[src/rtl/pll_rst_pkg.sv]
// -----------------------------------------------------------------------------
// pll_rst_pkg
// Shared definitions for the PLL / CPU reset sequencer:
//   - state_e  : FSM state encodings (also exported on state_o for debug)
//   - DEF_*    : default timing constants used as parameter defaults
// -----------------------------------------------------------------------------
package pll_rst_pkg;

  typedef enum logic [2:0] {
    ST_PLL_RST   = 3'd0,
    ST_WAIT_LOCK = 3'd1,
    ST_STABLE    = 3'd2,
    ST_RUN       = 3'd3,
    ST_SW_RST    = 3'd4
  } state_e;

  localparam int DEF_PLL_RST_CYC = 16;
  localparam int DEF_LOCK_TMO    = 4096;
  localparam int DEF_STABLE_CYC  = 1024;
  localparam int DEF_SW_RST_CYC  = 8;
  localparam int DEF_MAX_RETRY   = 3;
  localparam int DEF_CNT_W       = 16;

endpackage : pll_rst_pkg

[src/rtl/sync_2ff.sv]
// -----------------------------------------------------------------------------
// sync_2ff
// Two-flop synchroniser for a single asynchronous input bit.
// Ports:
//   clk   - destination clock
//   rst_n - asynchronous active-low reset (both flops clear to 0)
//   d_i   - asynchronous input
//   q_o   - synchronised output (two clk cycles of latency)
// -----------------------------------------------------------------------------
module sync_2ff (
  input  logic clk,
  input  logic rst_n,
  input  logic d_i,
  output logic q_o
);

  logic meta_q;
  logic sync_q;

  // Two-stage shift; the first stage may go metastable, the second resolves it.
  always_ff @(posedge clk or negedge rst_n) begin
    if (!rst_n) begin
      meta_q <= 1'b0;
      sync_q <= 1'b0;
    end else begin
      meta_q <= d_i;
      sync_q <= meta_q;
    end
  end

  assign q_o = sync_q;

endmodule : sync_2ff

[src/rtl/pll_rst_seq.sv]
// -----------------------------------------------------------------------------
// pll_rst_seq
// Sequences the board PLL and generates the CPU reset. The PLL reset is
// pulsed, lock is awaited with a timeout/retry, lock must then remain stable
// for STABLE_CYC cycles before the CPU reset is released. Lock loss while
// running re-sequences the PLL; a software request gives a CPU-only reset.
// Runs on the PLL input clock, which is valid before lock.
// Ports:
//   clk        - PLL input clock
//   rst_n      - asynchronous active-low reset
//   pll_locked - PLL lock (asynchronous, synchronised internally)
//   sw_rst_req - single-cycle software CPU-reset request (honoured in RUN only)
//   pll_reset  - PLL reset, active high
//   cpu_rst_n  - CPU/system reset, active low
//   sys_ready  - high only in RUN
//   lock_err   - sticky: MAX_RETRY lock timeouts occurred
//   retry_cnt  - lock timeouts since last RUN, saturating at MAX_RETRY
//   state_o    - current state encoding (debug)
// All outputs are registered and decoded from the next state, so they move
// on the same edge as the state register.
// -----------------------------------------------------------------------------
module pll_rst_seq
  import pll_rst_pkg::*;
#(
  parameter int PLL_RST_CYC = DEF_PLL_RST_CYC,
  parameter int LOCK_TMO    = DEF_LOCK_TMO,
  parameter int STABLE_CYC  = DEF_STABLE_CYC,
  parameter int SW_RST_CYC  = DEF_SW_RST_CYC,
  parameter int MAX_RETRY   = DEF_MAX_RETRY,   // must fit the 2-bit retry_cnt
  parameter int CNT_W       = DEF_CNT_W
) (
  input  logic       clk,
  input  logic       rst_n,
  input  logic       pll_locked,
  input  logic       sw_rst_req,
  output logic       pll_reset,
  output logic       cpu_rst_n,
  output logic       sys_ready,
  output logic       lock_err,
  output logic [1:0] retry_cnt,
  output logic [2:0] state_o
);

  localparam logic [CNT_W-1:0] PLL_RST_LAST = CNT_W'(PLL_RST_CYC - 1);
  localparam logic [CNT_W-1:0] LOCK_TMO_LAST = CNT_W'(LOCK_TMO - 1);
  localparam logic [CNT_W-1:0] STABLE_LAST  = CNT_W'(STABLE_CYC - 1);
  localparam logic [CNT_W-1:0] SW_RST_LAST  = CNT_W'(SW_RST_CYC - 1);
  localparam logic [CNT_W-1:0] CNT_ONE      = CNT_W'(1);
  localparam logic [1:0]       RETRY_MAX    = 2'(MAX_RETRY);

  state_e           state_q, state_d;
  logic [CNT_W-1:0] cnt_q, cnt_d;
  logic [1:0]       retry_q, retry_d;
  logic [1:0]       retry_inc;
  logic             err_q, err_d;
  logic             pll_reset_q, cpu_rst_n_q, sys_ready_q;
  logic             locked_s;

  sync_2ff u_lock_sync (
    .clk   (clk),
    .rst_n (rst_n),
    .d_i   (pll_locked),
    .q_o   (locked_s)
  );

  assign retry_inc = retry_q + 2'd1;

  // Next-state, counter, retry and error-flag logic.
  always_comb begin
    state_d = state_q;
    retry_d = retry_q;
    err_d   = err_q;
    case (state_q)
      ST_PLL_RST: begin
        if (cnt_q == PLL_RST_LAST) begin
          state_d = ST_WAIT_LOCK;
        end else begin
          state_d = ST_PLL_RST;
        end
      end
      ST_WAIT_LOCK: begin
        // Lock seen in the timeout cycle still counts as a success.
        if (locked_s) begin
          state_d = ST_STABLE;
        end else if (cnt_q == LOCK_TMO_LAST) begin
          state_d = ST_PLL_RST;
          if (retry_q != RETRY_MAX) begin
            retry_d = retry_inc;
            if (retry_inc == RETRY_MAX) begin
              err_d = 1'b1;
            end else begin
              err_d = err_q;
            end
          end else begin
            retry_d = retry_q;
          end
        end else begin
          state_d = ST_WAIT_LOCK;
        end
      end
      ST_STABLE: begin
        // A glitch here just restarts the lock wait; it is not a timeout.
        if (!locked_s) begin
          state_d = ST_WAIT_LOCK;
        end else if (cnt_q == STABLE_LAST) begin
          state_d = ST_RUN;
        end else begin
          state_d = ST_STABLE;
        end
      end
      ST_RUN: begin
        if (!locked_s) begin
          state_d = ST_PLL_RST;
        end else if (sw_rst_req) begin
          state_d = ST_SW_RST;
        end else begin
          state_d = ST_RUN;
        end
      end
      ST_SW_RST: begin
        if (!locked_s) begin
          state_d = ST_PLL_RST;
        end else if (cnt_q == SW_RST_LAST) begin
          state_d = ST_RUN;
        end else begin
          state_d = ST_SW_RST;
        end
      end
      default: begin
        state_d = ST_PLL_RST;
      end
    endcase

    // Entering (or staying in) RUN means lock was achieved: forget timeouts.
    if (state_d == ST_RUN) begin
      retry_d = 2'd0;
    end else begin
      retry_d = retry_d;
    end

    if (state_d != state_q) begin
      cnt_d = {CNT_W{1'b0}};
    end else begin
      cnt_d = cnt_q + CNT_ONE;
    end
  end

  // State, counter, status and registered output flops.
  always_ff @(posedge clk or negedge rst_n) begin
    if (!rst_n) begin
      state_q     <= ST_PLL_RST;
      cnt_q       <= {CNT_W{1'b0}};
      retry_q     <= 2'd0;
      err_q       <= 1'b0;
      pll_reset_q <= 1'b1;
      cpu_rst_n_q <= 1'b0;
      sys_ready_q <= 1'b0;
    end else begin
      state_q     <= state_d;
      cnt_q       <= cnt_d;
      retry_q     <= retry_d;
      err_q       <= err_d;
      pll_reset_q <= (state_d == ST_PLL_RST);
      cpu_rst_n_q <= (state_d == ST_RUN);
      sys_ready_q <= (state_d == ST_RUN);
    end
  end

  assign pll_reset = pll_reset_q;
  assign cpu_rst_n = cpu_rst_n_q;
  assign sys_ready = sys_ready_q;
  assign lock_err  = err_q;
  assign retry_cnt = retry_q;
  assign state_o   = state_q;

endmodule : pll_rst_seq

[config.mk]
export PLATFORM = sky130hd
export DESIGN_NAME = pll_rst_seq
export DESIGN_NICKNAME = d
export VERILOG_FILES = /design/src/rtl/pll_rst_pkg.sv /design/src/rtl/sync_2ff.sv /design/src/rtl/pll_rst_seq.sv
export SDC_FILE = /design/constraint.sdc
export NUM_CORES = 1
export LEC_CHECK = 0
export CORE_MARGIN = 2
export CORE_UTILIZATION = 51
export DETAILED_ROUTE_END_ITERATION = 10
export PLACE_DENSITY = 0.73
export SYNTH_ARGS = -nofsm -noshare
export SYNTH_HDL_FRONTEND = slang
export SYNTH_HIERARCHICAL = 1
export SYNTH_SLANG_ARGS = --single-unit
export TNS_END_PERCENT = 5
[constraint.sdc]
create_clock -name clk -period 2.1 [get_ports clk]
set_input_delay 0.21 -clock clk [delete_from_list [all_inputs] [get_ports clk]]
set_output_delay 0.21 -clock clk [all_outputs]
set_load 0.1 [all_outputs]
==> impl_metrics.ini, run 1 <==
[critical_path]
reg2reg_to = cnt_q[4]
rrSetupSlack_ns = 0.07
arrival_ns = 2.24
critical_path_required_ns = 2.32
r2r.worst_path.cells = 6
reg2reg_from = cnt_q[13]
crit_path_max_fanout = 7
critPathLaunchType = flip-flop
crit_type = flip-flop to flip-flop
end_kind = flip-flop

[synth]
syn-num-nets = 170
synth_xor_area_share_pct = 8.468
ys_warn_count = 6
yosys.area_share.simple_pct = 22.98
syn_inst = 163
synth-edff-count = 0
ys_seq_area_share_pct = 42.02
syn_avg_cell_area_sq_um = 9.518
synth-adder-area-share_pct = 2.419
ys_ff_latch = 26
netlist_area_sq_um = 1551
synthFlopType = dfrtp_1
synthArstFlopShare_pct = 100.0
synth.area.mux_share_pct = 4.516
synth_compound_area_share_pct = 15.73
yosysUniqueCellTypes = 41
synth_top_family_by_area = simple AND/OR/NAND/NOR gates

[cts]
clockRootBuffer = clkbuf_4
clock-sinks = 26
htree_num_levels = 1
cts_tree = built
clk_pin_slew_ns = 0.15
insertion_delay_ns = 0.33
cts-buffers-inserted = 3
cts_buffer_depth = 2

[die]
io_pins = 13
fp.dieW_microns = 59.16
fp.coreArea_sq_um = 2978
die_area_sq_um = 3499
chipHeight_microns = 59.16
start_util_pct = 52.10
num_rows = 20

[timing]
drv_slew = 0
tightest_slew_ns = 0.4502
grt_setup_unrepaired = true
skew_ns = 0.01415
finalSetupViolations = 0
post-route-period-util_pct = 96.51
finalWorstSetupSlack_ns = 0.07321
fmax_mhz = 493.4
fin_crit_ns = 2.027
slew_headroom_pct = 69.90
hold_viol = 0
whs_ns = 0.2245

[power_and_ir_drop]
swShare_pct = 45.81
max-vdd-ir-drop_mv = 0.9317
combPwrFrac_pct = 51.5
share_seq_of_total_power_pct = 32.7
p_switching_mw = 0.9985
power_density_nw_per_um2 = 1171
p_clk_share_pct = 15.9
p_leak_nw = 0.8211
internal_power_mw = 1.181

[routing]
initialDrtViolationCount = 62
met1_length_microns = 1580
routed_wl_microns = 3402
top_layer_used = met4
via_count = 1293
via_per_inst = 5.904
detail-route-antenna-nets = 0
drt_first_pass_iters = 4
route.met2.wl_microns = 1625
drt-wirelength-per-cell_microns = 15.53
route.met3.wl_microns = 172
drc_errors = 0

[grt]
grt_pass1_wl_microns = 5816
grt.overflow.total = 0
grt_pass1_vias = 1280
grt_max_degree = 27
antenna_found_initial = 0
grt.total_usage_pct = 21.42

[placement]
place_ws_ns = -0.02464
gp_congestion = 0.8463
dp.final_hpwl_microns = 2548
place_area_sq_um = 1770
port_buffers = 12

[hold_path]
hp-class = input pin to asynchronous set/reset pin

[cells_and_area]
fin_area_sq_um = 1861
n_antenna_cell = 0
final_common_cell = buf_4
final_nets = 194
final_core_util_pct = 62.48
drive_gt1_share_pct = 25.81
final.fill_count = 252
final_cell_mix = buf_4, nor2_1, dfrtp_1
areaGrowthSynthToFinish_pct = 19.92

[run]
max-cap-violations = 0

[outcome]
status = complete, no violations
[sequential cells by signal, summed over array words and instances, names as in the netlist]
| signal | count |
|---|---|
| state_o | 3 |
| pll_reset | 1 |
| cnt_q | 16 |
| sys_ready | 1 |
| retry_cnt | 2 |
| u_lock_sync/q_o | 1 |
| u_lock_sync/meta_q | 1 |
| lock_err | 1 |
[through the flow]
stage	total power [mW]	setup TNS, ns	std cells
after floorplan	1.496	0	163
after global placement	1.750	0	214
after detailed placement	1.785	-0.02468	214
after CTS	2.132	-0.01518	218
after global routing	2.327	-0.05054	219
final	2.180	0	219
[critical path, cell delays in order (launching register included)]
cell and delay, ns:
dfrtp_2 0.47, nor4_4 0.38, and4bb_2 0.32, o21ai_2 0.08, a211oi_4 0.23, inv_4 0.10
o41ai_2 0.34
[what timing repair did]
item                                    CTS  global route
hold buffers                              0             0
pin swaps                                 0             4
endpoints found under the setup margin    4            14
resized for setup                         2             7
setup buffers                             0             1
[Yosys cell counts (2+ instances only)]
master / number / area share (%)
a21oi_1: 3 / 0.97
and3_1: 3 / 1.2
clkbuf_1: 5 / 1.2
dfrtp_1: 25 / 40
ha_1: 3 / 2.4
inv_1: 6 / 1.5
mux2i_1: 7 / 4.5
nand2_1: 4 / 0.97
nand3_1: 7 / 2.3
nand4_1: 6 / 2.4
nor2_1: 20 / 4.8
nor2b_1: 2 / 0.81
nor3_1: 4 / 1.3
nor4_1: 5 / 2.0
o211ai_1: 11 / 5.3
o21ai_0: 10 / 3.2
o22ai_1: 3 / 1.2
or2_2: 3 / 1.2
xnor2_1: 6 / 3.4
xor2_1: 9 / 5.1
[logic make-up (layout without fill, tap and decap cells)]
kind of cell,Yosys count,after routing
multiplexers,7,7
flip-flops,26,26
XOR/XNOR,15,15
AO/OA/AOI/OAI,34,34
buffers and inverters,14,37
adder cells (fa/ha/maj),3,3
AND/OR/NAND/NOR,64,64
[worst max-delay path by stage]
stage	startpoint	end	slack (ns)	depth (start not counted)
after global placement	cnt_q[0]	cnt_q[4]	0.03	7
after global routing	cnt_q[13]	cnt_q[4]	-0.03	6
after CTS	cnt_q[0]	cnt_q[7]	-0.02	7
after floorplan	state_o[1]	cnt_q[4]	0.03	6
after detailed placement	cnt_q[6]	cnt_q[7]	-0.02	6
final	cnt_q[13]	cnt_q[4]	0.07	6
[power groups by stage]
stage	logic [mW]	clock network, mW	registers, mW
final	1.12	0.346	0.712
after global routing	1.23	0.371	0.730
after CTS	1.09	0.347	0.700
after detailed placement	1.08	0	0.708
after global placement	1.05	0	0.703
after floorplan	0.585	0	0.911
[cell type report]
| cell class | count | area [sq um] | area share [%] |
|---|---|---|---|
| multi-input cells | 123 | 868.3 | 46.67 |
| clock buffers | 3 | 22.52 | 1.210 |
| well taps | 33 | 41.29 | 2.219 |
| repair buffers | 26 | 206.4 | 11.10 |
| flip-flops and latches | 26 | 663.1 | 35.64 |
| inverters | 7 | 28.78 | 1.547 |
| clock inverters | 1 | 30.03 | 1.614 |
[metal layers]
layer / vias to the layer above / global-route usage [%]
met5: - / 0
met4: 0 / 4.221
met3: 4 / 2.620
met2: 32 / 34.29
met1: 622 / 31.27
li1: 635 / -
No activity file was read; power rests on OpenSTA's default activity.
==> run 2: changes to the inputs <==
--- a/config.mk
+++ b/config.mk
@@ -6,9 +6,9 @@
 export NUM_CORES = 1
 export LEC_CHECK = 0
 export CORE_MARGIN = 2
-export CORE_UTILIZATION = 51
+export CORE_UTILIZATION = 50
 export DETAILED_ROUTE_END_ITERATION = 10
-export PLACE_DENSITY = 0.73
+export PLACE_DENSITY = 0.72
 export SYNTH_ARGS = -nofsm -noshare
 export SYNTH_HDL_FRONTEND = slang
 export SYNTH_HIERARCHICAL = 1
==> run 2 against run 1 <==
Global-route usage is 0.35 points lower. Critical path depth unchanged. Highest routed layer unchanged. Via count grew 2.6%. Critical path type unchanged. Wire length increased by 2.2%. Count of clock-buffer cells in the layout unchanged.
==> impl_metrics.ini, run 2 (synthesized netlist as in run 1, its figures left out) <==
[outcome]
status = complete, no violations

[critical_path]
cpPeakStageDelay_ns = 0.47
path_delay_family = simple AND/OR/NAND/NOR gates
critical_path_required_ns = 2.32
arrival_ns = 2.26
crit_path_max_fanout = 7
cp_num_buf_inv = 1
end_kind = flip-flop
rrSetupSlack_ns = 0.06
critPathLaunchType = flip-flop
r2r.worst_path.cells = 6
slowest_stage = dfrtp_2
reg2reg_to = cnt_q[4]
crit_type = flip-flop to flip-flop
reg2reg_from = cnt_q[13]
crit_chain = nor4_4 > and4bb_1 > o21ai_2 > a211oi_4 > inv_4 > o41ai_2
startpoint = cnt_q[13]

[cts]
htree_num_levels = 1
insertion_delay_ns = 0.32
cts_tree = built
clockRootBuffer = clkbuf_4
postCtsSetupRepairBufs = 0
cts-buffers-inserted = 3
cts_buffer_depth = 2
clk_pin_slew_ns = 0.15
clock-sinks = 26

[run]
max-cap-violations = 0

[timing]
skew_ns = 0.01192
whs_ns = 0.2273
fin_crit_ns = 2.040
fmax_mhz = 490.1
hold_viol = 0
finalSetupTns_ns = 0
finalSetupViolations = 0
drv_slew = 0
grt_setup_unrepaired = false
slew_headroom_pct = 73.82
tightest_slew_ns = 0.3892
post-route-period-util_pct = 97.16

[die]
start_util_pct = 51.67
num_rows = 20
fp.dieW_microns = 59.71
chipHeight_microns = 59.71
fp.coreArea_sq_um = 3003
io_pins = 13
die_area_sq_um = 3565

[cells_and_area]
areaGrowthSynthToFinish_pct = 18.39
n_antenna_cell = 0
largest_reg_flops = 16
regMostFlops = cnt_q
final_nets = 191
drive_gt1_share_pct = 23.50
final_common_cell = dfrtp_1
fin_cells = 216
final.fill_count = 275
final-seq-area_sq_um = 661.9
multi_input_area_sq_um = 855.8
final_cell_mix = dfrtp_1, nor2_1, buf_4
final_core_util_pct = 61.17

[grt]
antenna_found_initial = 0
grt_pass1_vias = 1251
grt_pass1_wl_microns = 5678
grt.overflow.total = 0
grt.total_usage_pct = 21.07
grt_max_degree = 27

[routing]
top_layer_used = met4
drc_errors = 0
detail-route-antenna-nets = 0
route.met3.wl_microns = 102
drt-wirelength-per-cell_microns = 16.09
route.met2.wl_microns = 1751
drt_first_pass_iters = 4
initialDrtViolationCount = 40
via_count = 1326
routed_wl_microns = 3476
met1_length_microns = 1602
via_per_inst = 6.139

[placement]
placed_cells = 212
dp.final_hpwl_microns = 2590
port_buffers = 12
gp_congestion = 0.8008

[power_and_ir_drop]
p_leak_nw = 0.8125
max-vdd-ir-drop_mv = 0.6987
power_density_nw_per_um2 = 1184

[hold_path]
hp-class = input pin to asynchronous set/reset pin
run 2: layout make-up:
class                      instances  area share [%]
clock inverter                     1           1.635
inverter                           7           1.567
tap                               33           2.248
timing repair buffer              23           10.69
multi-input combinational        123           46.59
clock buffer                       3           1.226
sequential                        26           36.04
run 2: repair_timing:
item / 4_1_cts / 5_1_grt
hold buffers: 0 / 0
endpoints found under the setup margin: 0 / 13
gates resized for setup: 0 / 5
run 2: per-layer routing:
metal  up-vias  track usage [%]
li1        629                -
met3         2            2.814
met4         0            4.762
met2        26            35.09
met1       669            29.12
met5         -                0
run 2: power by group:
group | total, mW | switching (mW) | internal [mW]
clock | 0.348 | 0.155 | 0.193
sequential | 0.721 | 0.126 | 0.595
combinational | 1.11 | 0.719 | 0.388
run 2: worst max-delay path by stage:
stage	to	slack, ns	cells after the start
floorplan	cnt_q[4]	0.03	6
global placement	cnt_q[1]	0.12	7
detailed placement	cnt_q[4]	0.09	6
CTS	cnt_q[4]	0.04	6
global route	cnt_q[1]	0.02	6
finish	cnt_q[4]	0.06	6
run 2: metrics by stage:
step	area, sq um	power, mW	setup WS (ns)
floorplan	1573	1.496	0.02530
global placement	1768	1.770	0.1219
detailed placement	1768	1.813	0.08589
CTS	1821	2.155	0.03982
global route	1837	2.309	0.02398
finish	1837	2.176	0.05958
==> patch 1: new RTL, flow settings as in run 2 <==
The package constant `DEF_CNT_W` goes from 16 to 20.
--- a/src/rtl/pll_rst_pkg.sv
+++ b/src/rtl/pll_rst_pkg.sv
@@ -19,7 +19,7 @@
   localparam int DEF_STABLE_CYC  = 1024;
   localparam int DEF_SW_RST_CYC  = 8;
   localparam int DEF_MAX_RETRY   = 3;
-  localparam int DEF_CNT_W       = 16;
+  localparam int DEF_CNT_W       = 20;
 
 endpackage : pll_rst_pkg
 
Check against the original RTL: same outputs for any inputs over 10 cycles, from zero or initial values and one cycle with rst_n low; that may be too few to reach the edited logic, so the function may still have changed.
==> patch 1 against run 2 <==
- power up 15%
- highest routed layer unchanged
- synthesized area up 8.1%
- cell area up 21%
- the run now ends with setup timing left
- core utilization up 6.5 points
- wire length up 15%
- sequential cell count up 4
- setup slack worse by 0.15 ns
- cell count up 18%
- combinational power up 12%
==> patch 1: results (changes against run 2) <==
PnR worst setup slack=-0.0912 ns (was 0.0596 ns); vias post-DR=1419 (was 1326); Switching Fraction=45.6% (was 45.9%); Worst Skew=0.0110 ns (was 0.0119 ns); CP max stage cell=or4_4 (was dfrtp_2); dominant cells by area after synthesis=dfrtp_1 (43%), a21oi_2 (10%), xor2_1 (5.7%) (was dfrtp_1 (40%), o211ai_1 (5.3%), xor2_1 (5.1%)); failing checks=setup timing; Setup Viol. Count Final=23 (was 0); Seq. pwr=789 µW (was 721 µW); setup TNS=-1.12 ns (was 0 ns); slowest stage delay, CP=0.55 ns (was 0.47 ns); # H-tree levels=2 (was 1); VDD IR-drop max=782 µV (was 699 µV); GR Util met1=29.3% (was 29.1%); synth unique cells=40 (was 41); crit path launch=cnt_q[0] (was cnt_q[13]); Routed WL=3980 µm (was 3480 µm); LEAKAGE=0.000961 µW (was 0.000813 µW); All-Layer GR Usage=23.2% (was 21.1%); status=finished with violations (was complete, no violations); largest net degree at the start of global routing=31 (was 27); first-pass GRT wire length=6320 µm (was 5680 µm); worst slew pin tran=0.521 ns (was 0.389 ns); Nets=215 (was 191); RR Endpoint=cnt_q[9] (was cnt_q[4])
[patch 1: cell types whose count changed after synthesis, moves of 3 or more]
cell             run 2  this run
nand4_1              6         3
nor2_1              20        12
clkbuf_1             5         2
o22ai_1              3         0
o21ai_0             10         0
nand2_1              4        17
o211ai_1            11         0
a31oi_1              0         3
a21oi_2              0        20
dfrtp_1             25        29
mux2i_1              7         1
[patch 1: metal layers]
| layer | part of all wire, % | up-vias | wire, µm |
|---|---|---|---|
| met5 | 0 | - | 0 |
| met4 | 3.3 | 0 | 133 |
| met3 | 6.0 | 15 | 239 |
| met2 | 49 | 46 | 1960 |
| met1 | 41 | 691 | 1650 |
| li1 | - | 667 | - |
[patch 1: how the worst max path moves through the flow]
| stage | end | slack, ns |
|---|---|---|
| 2_1_floorplan | cnt_q[1] | 0.009 |
| 3_3_place_gp | cnt_q[15] | -0.05 |
| 3_5_place_dp | cnt_q[9] | -0.14 |
| 4_1_cts | cnt_q[9] | -0.06 |
| 5_1_grt | cnt_q[9] | -0.15 |
| 6_report | cnt_q[9] | -0.09 |
[patch 1: metrics by stage]
stage | util (%) | std cells | total power [µW] | worst slack, ns
detailed placement | 60.9 | 240 | 1820 | -0.139
finish | 67.6 | 255 | 2500 | -0.0912
global placement | 60.9 | 240 | 1790 | -0.0523
CTS | 66.7 | 253 | 2430 | -0.0552
floorplan | - | 164 | 1640 | 0.00863
global route | 67.6 | 255 | 2620 | -0.151
[patch 1: critical path, delay by kind of cell, from the launching register on]
family | cells | cell delay [ns]
and+or+nand+nor | 3 | 0.91
AOI/OAI and AO/OA | 3 | 0.46
DFF | 1 | 0.39
adders and majority gates | 1 | 0.20
buffers and inverters | 1 | 0.16
[patch 1: layout make-up]
| type | instances | area [µm²] |
|---|---|---|
| repair buffers | 41 | 328 |
| fillers | 263 | 1060 |
| well taps | 46 | 57.6 |
| multi-input cells | 125 | 975 |
| inverters | 5 | 18.8 |
| clock inverters | 3 | 45.0 |
| flip-flops and latches | 30 | 759 |
| clock buffers | 5 | 37.5 |
[patch 1: cells by family (layout without fill, tap and decap cells)]
kind of cell / count (synthesis) / in the layout / share of synthesized area [%]
adder cells (fa/ha/maj): 3 / 3 / 2.24
AO/OA/AOI/OAI: 33 / 33 / 16.3
buffers and inverters: 12 / 54 / 3.96
flip-flops: 30 / 30 / 44.9
XOR/XNOR: 19 / 19 / 9.93
multiplexers: 1 / 1 / 0.597
AND/OR/NAND/NOR: 66 / 69 / 22.1
[patch 1: repair_timing]
item,4_1_cts,5_1_grt
gates cloned,2,1
endpoints found under the setup margin,20,25
setup buffers,3,1
gates resized for setup,13,4
pin swaps,6,6
==> patch 2: new RTL, config.mk and constraints of run 2 <==
Without the edit above. Register the output `lock_err` once more, cleared by the reset; this adds one clock of latency there. The other outputs are not delayed to match.
--- a/src/rtl/pll_rst_seq.sv
+++ b/src/rtl/pll_rst_seq.sv
@@ -169,7 +169,13 @@
   assign pll_reset = pll_reset_q;
   assign cpu_rst_n = cpu_rst_n_q;
   assign sys_ready = sys_ready_q;
-  assign lock_err  = err_q;
+  always_ff @(posedge clk or negedge rst_n) begin
+    if (!rst_n) begin
+      lock_err <= '0;
+    end else begin
+      lock_err <= err_q;
+    end
+  end
   assign retry_cnt = retry_q;
   assign state_o   = state_q;
 
Function: no difference found for any inputs over 10 cycles, from zero or initial values and one cycle with rst_n low; that may be too few to reach the edited logic, so the function may still have changed.
==> patch 2 against run 2 <==
- setup slack improved by 0.043 ns
- fmax rose by 2.1%
- sequential cell count rose by 1
- clock skew fell by 0.011 ns
- hold slack got worse by 0.065 ns
- wire length fell by 1.3%
- power fell by 5.1%
- critical endpoint is now cnt_q[12]
- synthesized area rose by 1.6%
- first-iteration DRC count rose by 7.5%
- cell area rose by 1.4%
==> patch 2: results (changes against run 2) <==
number of fill cells=264 (was 275); post-synthesis adder-cell area fraction=2.38% (was 2.42%); share of cells above drive strength 1=24.5% (was 23.5%); final worst path period share=95.1% (was 97.2%); Worst Hold Class=in2async (unchanged); post-DR wirelength/cell=15.0 µm (was 16.1 µm); Pint=1070 µW (was 1180 µW); post-synthesis xor/xnor area fraction=8.33% (was 8.47%); CP max stage cell=dfrtp_1 (was dfrtp_2); mean area per synthesized cell=9.61 µm² (was 9.52 µm²); first-pass GRT wire length=5680 µm (unchanged); total CTS buffers=3 (unchanged); clock-pin slew on the worst setup and hold paths=0.15 ns (about the same); WHS=0.162 ns (was 0.227 ns); VDD IR-drop max=613 µV (was 699 µV); status=complete, no violations (unchanged); # H-tree levels=1 (unchanged); Routed WL=3430 µm (was 3480 µm); Synth async-reset ratio=100% (unchanged); RR Endpoint=cnt_q[12] (was cnt_q[4]); antenna violations before repair=0 (unchanged); All-Layer GR Usage=21.5% (was 21.1%); Nets=192 (was 191); GPL Wtd Cong=0.846 (was 0.801); sequential area share after synthesis=42.9% (was 42.0%); synth unique cells=41 (unchanged); dominant cells by area after synthesis=dfrtp_1 (41%), o211ai_1 (5.2%), xor2_1 (5.0%) (was dfrtp_1 (40%), o211ai_1 (5.3%), xor2_1 (5.1%)); Worst R2R Start=cnt_q[0] (was cnt_q[13]); largest net degree at the start of global routing=21 (was 27); DP Area=1790 µm² (was 1770 µm²); syn nets=171 (was 170); Clk pwr share=11.4% (was 16.0%); clk buf depth=2 (unchanged); largest family of logic cells by synthesized area=simple AND/OR/NAND/NOR gates (unchanged); PwrDens=1110 nW/µm² (was 1180 nW/µm²); Post-Place Cells=222 (was 212); CP max FO=8 (was 7); Worst Skew=0.000505 ns (was 0.0119 ns); LEAKAGE=0.000812 µW (was 0.000813 µW); max_slew headroom=69.8% (was 73.8%); Register-to-Register Path Depth=7 (was 6); Yosys Warn Count=6 (unchanged); slowest stage delay, CP=0.43 ns (was 0.47 ns); Setup Viol. Count Final=0 (unchanged); post-synthesis mux area share=4.44% (was 4.52%); worst skew pair latency=0.33 ns; number of global-route vias before repair=1225 (was 1251); via-per-instance ratio=5.71 (was 6.14); worst reg-to-reg setup slack=0.10 ns (was 0.06 ns); synth cell count leaders=dfrtp_1 (26), nor2_1 (20), o211ai_1 (11), o21ai_0 (10), xor2_1 (9) (was dfrtp_1 (25), nor2_1 (20), o211ai_1 (11), o21ai_0 (10), xor2_1 (9)); Pre-Repair DR Iteration Count=4 (unchanged); Synth Area in Compound Gates=15.5% (was 15.7%); hpwl dp=2620 µm (was 2590 µm); initial DRC count=43 (was 40); worst slack at placement=0.0687 ns (was 0.0859 ns); max reg flops=16 (unchanged)
-- patch 2: cell count changes after synthesis, sizes merged --
| cell | before | now |
|---|---|---|
| dfrtp | 25 | 26 |
-- patch 2: cell type report --
class                      instances  area (µm²)  share of cell area (%)
timing repair buffer              23         196                    10.5
clock buffer                       3        22.5                    1.21
sequential                        27         687                    36.9
clock inverter                     1        7.51                   0.403
tap                               44        55.1                    2.95
multi-input combinational        123         866                    46.5
inverter                           7        28.8                    1.54
-- patch 2: per-layer routing --
layer / track usage, % / vias up / share of wire, %
met4: 7.62 / 0 / 1.4
li1: - / 636 / -
met5: 0 / - / 0
met2: 35.6 / 27 / 48
met3: 3.25 / 5 / 4.3
met1: 28.4 / 633 / 46
-- patch 2: repair_timing --
item / CTS / global route
resized for setup: 0 / 7
setup buffers: 0 / 2
setup endpoints to repair: 0 / 15
